File: config.mk
export PLATFORM = sky130hd
export DESIGN_NAME = instruction_loader
export DESIGN_NICKNAME = d
export VERILOG_FILES = /design/src/rtl/instruction_loader.sv
export SDC_FILE = /design/constraint.sdc
export NUM_CORES = 1
export LEC_CHECK = 0
export ABC_AREA = 1
export BUFFER_PORTS_ARGS = -buffer_cell sky130_fd_sc_hd__buf_2
export CORE_MARGIN = 1.5
export CORE_UTILIZATION = 35
export DETAILED_ROUTE_END_ITERATION = 8
export MAX_ROUTING_LAYER = met4
export PLACE_DENSITY = 0.62
export SYNTH_ARGS = -nofsm -noshare
export SYNTH_HDL_FRONTEND = slang
export SYNTH_SLANG_ARGS = --single-unit
File: constraint.sdc
create_clock -name i_clk -period 4.8 [get_ports i_clk]
set_clock_uncertainty 0.1 [all_clocks]
set_input_delay 0.48 -clock i_clk [delete_from_list [all_inputs] [get_ports i_clk]]
set_output_delay 0.48 -clock i_clk [all_outputs]
set_load 0.005 [all_outputs]
File: src/rtl/instruction_loader.sv
// Assembles big-endian instruction words from a UART byte stream and writes
// them into the fetch-stage program memory, one session per i_start.
module instruction_loader #(
  parameter int unsigned ARQUITECTURE_BITS = 32,
  parameter int unsigned BYTE_BITS         = 8,
  parameter int unsigned MEM_SIZE_IN_WORDS = 40,
  localparam int unsigned WC_W             = $clog2(MEM_SIZE_IN_WORDS + 1)
) (
  input  logic                         i_clk,
  input  logic                         i_reset,
  input  logic                         i_start,
  input  logic [BYTE_BITS-1:0]         i_rx_data,
  input  logic                         i_rx_valid,
  input  logic                         i_full_mem,
  output logic [ARQUITECTURE_BITS-1:0] o_instruction,
  output logic                         o_write_mem,
  output logic                         o_clear_mem,
  output logic                         o_busy,
  output logic                         o_done,
  output logic                         o_error,
  output logic [WC_W-1:0]              o_word_count
);

  localparam int unsigned BPW  = ARQUITECTURE_BITS / BYTE_BITS;
  localparam int unsigned BC_W = (BPW > 1) ? $clog2(BPW) : 1;

  typedef enum logic [2:0] {
    ST_IDLE  = 3'd0,
    ST_CLEAR = 3'd1,
    ST_RECV  = 3'd2,
    ST_DONE  = 3'd3,
    ST_ERROR = 3'd4
  } state_e;

  state_e                         state_q, state_d;
  logic [BC_W-1:0]                bcnt_q, bcnt_d;
  logic [ARQUITECTURE_BITS-1:0]   asm_q, asm_d;
  logic [ARQUITECTURE_BITS-1:0]   instr_q, instr_d;
  logic [WC_W-1:0]                wc_q, wc_d;
  logic                           write_q, write_d;
  logic                           clear_q, clear_d;
  logic                           busy_q, busy_d;
  logic                           done_q, done_d;
  logic                           error_q, error_d;
  logic [ARQUITECTURE_BITS-1:0]   word_c;

  // State and registered outputs
  always_ff @(posedge i_clk or negedge i_reset) begin
    if (!i_reset) begin
      state_q <= ST_IDLE;
      bcnt_q  <= '0;
      asm_q   <= '0;
      instr_q <= '0;
      wc_q    <= '0;
      write_q <= 1'b0;
      clear_q <= 1'b0;
      busy_q  <= 1'b0;
      done_q  <= 1'b0;
      error_q <= 1'b0;
    end else begin
      state_q <= state_d;
      bcnt_q  <= bcnt_d;
      asm_q   <= asm_d;
      instr_q <= instr_d;
      wc_q    <= wc_d;
      write_q <= write_d;
      clear_q <= clear_d;
      busy_q  <= busy_d;
      done_q  <= done_d;
      error_q <= error_d;
    end
  end

  // Next-state, assembler and strobe decode; strobes land one cycle later
  always_comb begin
    state_d = state_q;
    bcnt_d  = bcnt_q;
    asm_d   = asm_q;
    instr_d = instr_q;
    wc_d    = wc_q;
    write_d = 1'b0;
    clear_d = 1'b0;
    done_d  = 1'b0;
    error_d = error_q;
    word_c  = {asm_q[ARQUITECTURE_BITS-BYTE_BITS-1:0], i_rx_data};

    unique case (state_q)
      ST_IDLE: begin
        if (i_start) begin
          state_d = ST_CLEAR;
          clear_d = 1'b1;
          error_d = 1'b0;
        end
      end
      ST_CLEAR: begin
        bcnt_d  = '0;
        wc_d    = '0;
        asm_d   = '0;
        state_d = ST_RECV;
      end
      ST_RECV: begin
        if (i_rx_valid) begin
          asm_d = word_c;
          if (bcnt_q == BC_W'(BPW - 1)) begin
            bcnt_d = '0;
            // Overflow wins over the halt word: nothing is written
            if (i_full_mem || (wc_q == WC_W'(MEM_SIZE_IN_WORDS))) begin
              state_d = ST_ERROR;
              error_d = 1'b1;
            end else begin
              write_d = 1'b1;
              instr_d = word_c;
              wc_d    = wc_q + 1'b1;
              if (&word_c) begin
                state_d = ST_DONE;
                done_d  = 1'b1;
              end
            end
          end else begin
            bcnt_d = bcnt_q + 1'b1;
          end
        end
      end
      ST_DONE:  state_d = ST_IDLE;
      ST_ERROR: state_d = ST_IDLE;
      default:  state_d = ST_IDLE;
    endcase

    busy_d = (state_d == ST_CLEAR) || (state_d == ST_RECV);
  end

  assign o_instruction = instr_q;
  assign o_write_mem   = write_q;
  assign o_clear_mem   = clear_q;
  assign o_busy        = busy_q;
  assign o_done        = done_q;
  assign o_error       = error_q;
  assign o_word_count  = wc_q;

endmodule

Word-level counts from Yosys, hierarchy flattened:

Cells that the tools add are included.

* bits in registers: 72

* add/sub/neg operators: 2
* eq/ne operators: 11
* multiplexer cells: 31
* bitwise logic cells: 1
* reduce and logical (&&, ||, !) cells: 10

Operators by type and width (count)
* $pmux 24 s2: 1
* $reduce_and 32->1: 1
* $mux 24: 1
* $mux 6: 3
* $mux 1: 15
* $mux 3: 5
* $pmux 6 s2: 1
* $ne 2x2->1 const B: 5
* $pmux 3 s3: 1
* $reduce_and 4->1: 2
* $add 6x1->6 const B: 1
* $eq 3x1->1 const B: 2
* $eq 3x2->1 const B: 2
* $eq 6x6->1 const B: 1
* $reduce_and 5->1: 1
* $mux 2: 2
* $pmux 2 s2: 1
* $reduce_bool 2->1: 2
* $logic_not 3->1: 1
* $add 2x1->2 const B: 1
* $eq 2x2->1 const B: 1
* $logic_or 1x1->1: 2
* $pmux 1 s2: 1
* $reduce_and 2->1: 1
* $not 1->1: 1

Longest topological paths before layout:

Gate-level depths: netlist (run 1).

* depth in word-level cells: 8
* mapped depth: 11

Worst setup path before layout (run 1):

OpenSTA, ideal clock, no wires.

* kind: reg2reg
* from: register wc_q[0], in the netlist o_word_count[0]
* to: register busy_q, in the netlist o_busy
* arrival time: 1.417 ns
* required time: 4.579 ns
* path slack: 3.163 ns
* cell stages (with the launch flop): 12
* buffers on the path: 1
* period minus slack after synthesis: 1.637 ns
* cell sequence: dfrtp_1 -> inv_1 -> ha_1 -> nand2_1 -> inv_1 -> nand3_1 -> nand3_1 -> nor2_4 -> buf_6 -> nand2_1 -> nand3_1 -> nand2_1

* longest elaborated chain between the ends: 8
* elaborated cells between the ends (all ways): 9
* those cells by class: eq/ne: 3; mux: 4; reduce/logical: 2

RTL lines
* from (decl): RTL line 39 `logic [WC_W-1:0] wc_q, wc_d;`
* from (signal assigned): RTL line 65 `wc_q <= wc_d;`
* $eq 6x6->1 *: RTL line 107 `if (i_full_mem || (wc_q == WC_W'(MEM_SIZE_IN_WORDS))) begin`
* $logic_or 1x1->1 *: RTL line 107
* $mux 3 *: RTL line 107
* $mux 3 *: RTL line 104 `if (bcnt_q == BC_W'(BPW - 1)) begin`
* $mux 3 *: RTL line 102 `if (i_rx_valid) begin`
* $pmux 3 s3 *: RTL line 87 `unique case (state_q)`
* $eq 3x1->1 or $eq 3x2->1 (tied branches): RTL line 129 `busy_d = (state_d == ST_CLEAR) || (state_d == ST_RECV);`
* $logic_or 1x1->1 *: RTL line 129
* named net busy_d: RTL line 42 `logic busy_q, busy_d;`
* to (signal assigned): RTL line 68 `busy_q <= busy_d;`
* to (decl): RTL line 42

Mark *: on every way through the listed nets, which the timed path passes. The rest lies on a longest branch.
A chain may end at the register's enable or synchronous reset.

Worst setup path in the final report (run 1):

Same ends and word-level chain as after synthesis.

==> metrics.txt, run 1 <==
Core Area 8340 um2; Syn Std Cell Area 3060 um2; CTS Buf Count 9; unrepaired setup endpoints after global routing no; HPWL Detailed 4590 um; die footprint 9320 um2; crit path cell chain inv_1 -> ha_1 -> nand2_1 -> inv_1 -> nand3_1 -> nand3_1 -> nor2_4 -> nand2_1 -> nand3_1 -> nand2_1; Clock Latency Late Sink 0.35 ns; fin cells 503; Mean Syn Cell Area 8.91 um2; Tot Pwr 2.03 mW; Post-CTS Setup Inserts 0; CTS sink cnt 72; maxcap violations 0; number of synthesized flops with an enable pin 0; worst slew pin tran 0.959 ns; Worst EP arrival 3.06 ns; initial antenna violation count 0; Slowest cell on crit path nor2_4; DR vias/cell 4.88; GR Overflow Total 0; Final Setup Violations 0; GRT met2 Usage 24.7%; leakage power 1.94 nW; met1 Use GR 21.3%; async set-reset flop share out of synthesis 100%; distinct cell type count after synthesis 24; fin crit share 60.9%; fill count 849; largest net degree at the start of global routing 50; Hold WC Path Type input pin to async pin; First-pass DRT Iterations 4; Primary FF master, synth dfrtp_1; synthesized net count 360; clk buf depth 2; Final ANT Viol Nets 0; Final #Nets 410; cts-stage hold buffer count 0; yosys warns 0; status complete, no violations; endpoints failing hold 0; Max stage delay on crit path 0.95 ns; CP delay by family, top simple AND/OR/NAND/NOR gates; Period minus WS final 2.93 ns; CTS tree yes; commonest non-fill, non-tap cell in the layout nand2_1; CP bufs+invs 2; M3 GR Usage 5.09%; GPL Wtd Cong 0.768; Die Wd 96.6 um; Critical Path Sink Type flop; via count 2454; sequential cell area 1800 um2; n_diodes 0; most frequent cells in the layout 79 x nand2_1, 72 x dfrtp_1, 55 x buf_2; Seq cells post-synth 72; final WL 6720 um; initial core utilization 36.7%; drt drc 0; CP Launch Type flop; fmax 342 MHz; area of the multi-input gates 1050 um2; Die Height 96.6 um; CTS H-tree depth 3; Seq/Total Area, Yosys 58.8%; GR peak layer met2; Port Buffer Count 55; IO Pins 56; Cell Pwr Density 563 nW/um2; # resized after CTS 0; critical path class flop to flop; WHS 0.174 ns; Post-Syn Instances 344; final setup TNS 0 ns; 1st-iter DRT viols 124; count of final max-slew check failures 0; Core Rows 33; Area Growth Syn to Fin 17.8%; worst vdd ir 0.000222 V; fin util 43.3%; vias in the first global route 2345; global-route wire length before repair 11200 um; share of layout cells above drive strength 1 19.1%; crit-path max FO 49; gr usage total 16.6%; Placed Instances 488; clk slew on worst S/H paths 0.07 ns; WP data required 4.94 ns; Slew Limit Headroom 36.1%; CTS root buffer clkbuf_8; mean routed wirelength per cell 13.4 um
==> cells in the mapped netlist, types with 2 or more instances <==
| library cell | n | share of area (%) |
|---|---|---|
| nand4_1 | 8 | 1.6 |
| a21oi_1 | 14 | 2.3 |
| buf_2 | 6 | 0.98 |
| o21ai_0 | 30 | 4.9 |
| nand2_2 | 2 | 0.41 |
| o22ai_1 | 6 | 1.2 |
| nand3_1 | 39 | 6.4 |
| nor3_1 | 2 | 0.33 |
| nor2_1 | 32 | 3.9 |
| nand2_1 | 79 | 9.7 |
| ha_1 | 3 | 1.2 |
| buf_6 | 2 | 0.73 |
| dfrtp_1 | 72 | 59 |
| clkbuf_1 | 7 | 0.86 |
| o21ai_1 | 2 | 0.33 |
| inv_1 | 29 | 3.6 |
| xor2_1 | 4 | 1.1 |
==> cell type report <==
class / count / share of cell area, %
inverter: 31 / 3.26
clock inverter: 3 / 1.80
tap: 105 / 3.64
multi-input combinational: 224 / 29.2
clock buffer: 12 / 4.30
sequential: 72 / 49.9
timing repair buffer: 56 / 7.84
==> worst reg2reg max path: cells and delay by family, from the launching register on <==
family | cells | cell delay (ns)
buf+inv | 2 | 0.14
flops | 1 | 0.39
simple gates | 7 | 1.99
fa+ha+maj | 1 | 0.20
==> final timing paths <==
kind	start	end	slack, ns	cells past startpoint
worst max-delay path	o_word_count[0]$_DFFE_PN0P_	o_busy$_DFF_PN0_	1.87	10
worst min-delay path	i_reset	o_word_count[3]$_DFFE_PN0P_	0.17	1
worst max register to register	o_word_count[0]$_DFFE_PN0P_	o_busy$_DFF_PN0_	1.87	10
worst min register to register	bcnt_q[0]$_DFFE_PN0P_	bcnt_q[0]$_DFFE_PN0P_	0.40	1
max in group asynchronous	i_reset	o_instruction[9]$_DFFE_PN0P_	3.48	2
min in group i_clk	i_rx_data[1]	o_instruction[1]$_DFFE_PN0P_	0.27	3
==> routing by layer <==
| metal | vias up | share of wire (%) |
|---|---|---|
| met5 | - | 0 |
| met4 | 0 | 1.4 |
| met3 | 9 | 5.4 |
| met2 | 60 | 46 |
| met1 | 1162 | 48 |
| li1 | 1223 | - |
==> cells by family after synthesis <==
logic type	Yosys count	share of synthesized area [%]
flops	72	58.8
compound gates	53	8.98
simple gates	164	23.1
fa+ha+maj	3	1.23
xor+xnor	4	1.14
buf+inv	48	6.78
==> state kept, by name (all words and copies together) (netlist names) <==
signal,count
asm_q,24
bcnt_q,2
o_busy,1
o_clear_mem,1
o_done,1
o_error,1
o_instruction,32
o_word_count,6
o_write_mem,1
state_q,3
==> metrics by stage <==
stage / worst slack (ns) / instance area (um2)
6_report: 1.87 / 3610
3_5_place_dp: 1.83 / 3390
2_1_floorplan: 3.16 / 3060
3_3_place_gp: 1.94 / 3390
4_1_cts: 1.82 / 3610
5_1_grt: 1.51 / 3610
==> where the power goes <==
part / internal (mW) / switching, mW
Clock: 0.318 / 0.218
Sequential: 0.811 / 0.132
Combinational: 0.200 / 0.352
Total: 1.33 / 0.703
(Power assumes the default switching activity.)
==> run 2, diff against run 1 <==
==> constraint.sdc (replaced) <==
create_clock -name i_clk -period 2.75 [get_ports i_clk]
set_clock_uncertainty 0.1 [all_clocks]
set_input_delay 0.275 -clock i_clk [delete_from_list [all_inputs] [get_ports i_clk]]
set_output_delay 0.275 -clock i_clk [all_outputs]
set_load 0.005 [all_outputs]
==> run 2 against run 1 <==
  * Critical path depth is 1 lower
  * Critical path type unchanged
  * Routed wire length shrank 1.2%
  * Via count is 0.24% lower
==> metrics.txt, run 2 (same netlist as run 1, synthesis figures left out) <==
drt drc 0; fill count 836; global-route wire length before repair 11500 um; worst vdd ir 0.000441 V; fin crit share 78.1%; final setup TNS 0 ns; CP delay by family, top simple AND/OR/NAND/NOR gates; GR Overflow Total 0; Clock Latency Late Sink 0.34 ns; HPWL Detailed 4500 um; fin util 43.6%; worst slew pin tran 0.906 ns; worst r2r path cells 9; Slowest cell on crit path nand2_4; mean routed wirelength per cell 13.1 um; Period minus WS final 2.15 ns; max FFs per register 32; crit-path max FO 42; most frequent cells in the layout 79 x nand2_1, 72 x dfrtp_1, 55 x buf_2; cts-stage hold buffer count 0; via count 2448; initial core utilization 36.7%; Final ANT Viol Nets 0; Setup crit end asm_q[11]$_DFFE_PN0P_; Stages on worst setup path 9; CTS sink cnt 72; initial antenna violation count 0; endpoints failing hold 0; WP data required 2.87 ns; Final Setup Violations 0; Slew Limit Headroom 39.6%; Final #Nets 414; Core Rows 33; clk slew on worst S/H paths 0.08 ns; GPL Wtd Cong 0.835; Area Growth Syn to Fin 18.7%; Max stage delay on crit path 0.45 ns; CTS tree yes; IO Pins 56; share of layout cells above drive strength 1 20.3%; CP bufs+invs 3; gr usage total 16.9%; Post-CTS Setup Inserts 0; critical path class flop to flop; Port Buffer Count 55; commonest non-fill, non-tap cell in the layout nand2_1; First-pass DRT Iterations 4; Die Wd 96.6 um; # resized after CTS 0; Tot Pwr 3.52 mW; largest net degree at the start of global routing 73; maxcap violations 0; R2R setup slack 0.60 ns; die footprint 9320 um2; CTS Buf Count 9; final WL 6640 um; crit path launch state_q[1]$_DFF_PN0_; DR vias/cell 4.82; worst reg2reg endpoint asm_q[11]$_DFFE_PN0P_; Reg-to-Reg Start state_q[1]$_DFF_PN0_; Critical Path Sink Type flop; CTS H-tree depth 3; CP dominant cell by count nand2_2; count of final max-slew check failures 0; Cell Pwr Density 968 nW/um2; 1st-iter DRT viols 130; CP Launch Type flop; Worst EP arrival 2.27 ns; n_diodes 0; fmax 465 MHz; CTS root buffer clkbuf_8; Die Height 96.6 um; leakage power 1.95 nW; unrepaired setup endpoints after global routing no; crit path cell chain inv_1 -> nor2_1 -> nand2_2 -> clkinv_2 -> nand2_4 -> nand2_2 -> buf_4 -> nand3_1 -> o21ai_0; clk buf depth 2; status complete, no violations; Core Area 8340 um2; Hold WC Path Type input pin to async pin; vias in the first global route 2386
run 2: cell types whose count changed in the layout (fill, tap and decap cells not counted):
| cell | before | now |
|---|---|---|
| buf_4 | 1 | 5 |
| clkbuf_1 | 1 | 0 |
| clkbuf_8 | 11 | 9 |
| clkinv_4 | 0 | 1 |
| clkinvlp_4 | 0 | 3 |
run 2: worst min path at each step:
| stage | end | start | slack (ns) |
|---|---|---|---|
| floorplan | asm_q[0]$_DFFE_PN0P_ | i_reset | -0.12 |
| global placement | o_instruction[3]$_DFFE_PN0P_ | o_instruction[3]$_DFFE_PN0P_ | 0.39 |
| detailed placement | o_instruction[0]$_DFFE_PN0P_ | o_instruction[0]$_DFFE_PN0P_ | 0.38 |
| CTS | o_instruction[1]$_DFFE_PN0P_ | i_rx_data[1] | 0.06 |
| global route | o_instruction[6]$_DFFE_PN0P_ | i_rx_data[6] | 0.07 |
| finish | o_word_count[3]$_DFFE_PN0P_ | i_reset | 0.05 |
run 2: where the power goes:
| part | leakage [nW] | switching [mW] | internal, mW |
|---|---|---|---|
| Combinational | 0.877 | 0.604 | 0.361 |
| Clock | 0.101 | 0.405 | 0.510 |
| Sequential | 0.972 | 0.227 | 1.41 |
| Total | 1.95 | 1.24 | 2.29 |
run 2: metal layers:
metal / wire, um / global-route usage (%) / part of all wire (%) / vias to the layer above
li1: - / - / - / 1229
met1: 3140 / 22.1 / 47 / 1157
met2: 3100 / 25.1 / 47 / 56
met3: 345 / 5.95 / 5.2 / 6
met4: 57 / 3.99 / 0.86 / 0
met5: 0 / - / 0 / -
run 2: area by class of cell:
class | instances | area [um2] | share of cell area (%)
clock inverter | 7 | 96.3 | 2.65
sequential | 72 | 1800 | 49.5
inverter | 31 | 118 | 3.23
timing repair buffer | 60 | 313 | 8.60
multi-input combinational | 224 | 1050 | 29.0
clock buffer | 9 | 124 | 3.40
tap | 105 | 131 | 3.61
run 2: metrics by stage:
stage                     setup slack [ns]  cells  hold slack [ns]  area, um2
after CTS                            0.594    508           0.0607       3640
after floorplan                       1.11    344           -0.121       3060
final                                0.601    508           0.0464       3640
after global routing                 0.347    508           0.0693       3640
after detailed placement             0.603    492            0.382       3420
after global placement               0.670    492            0.385       3420
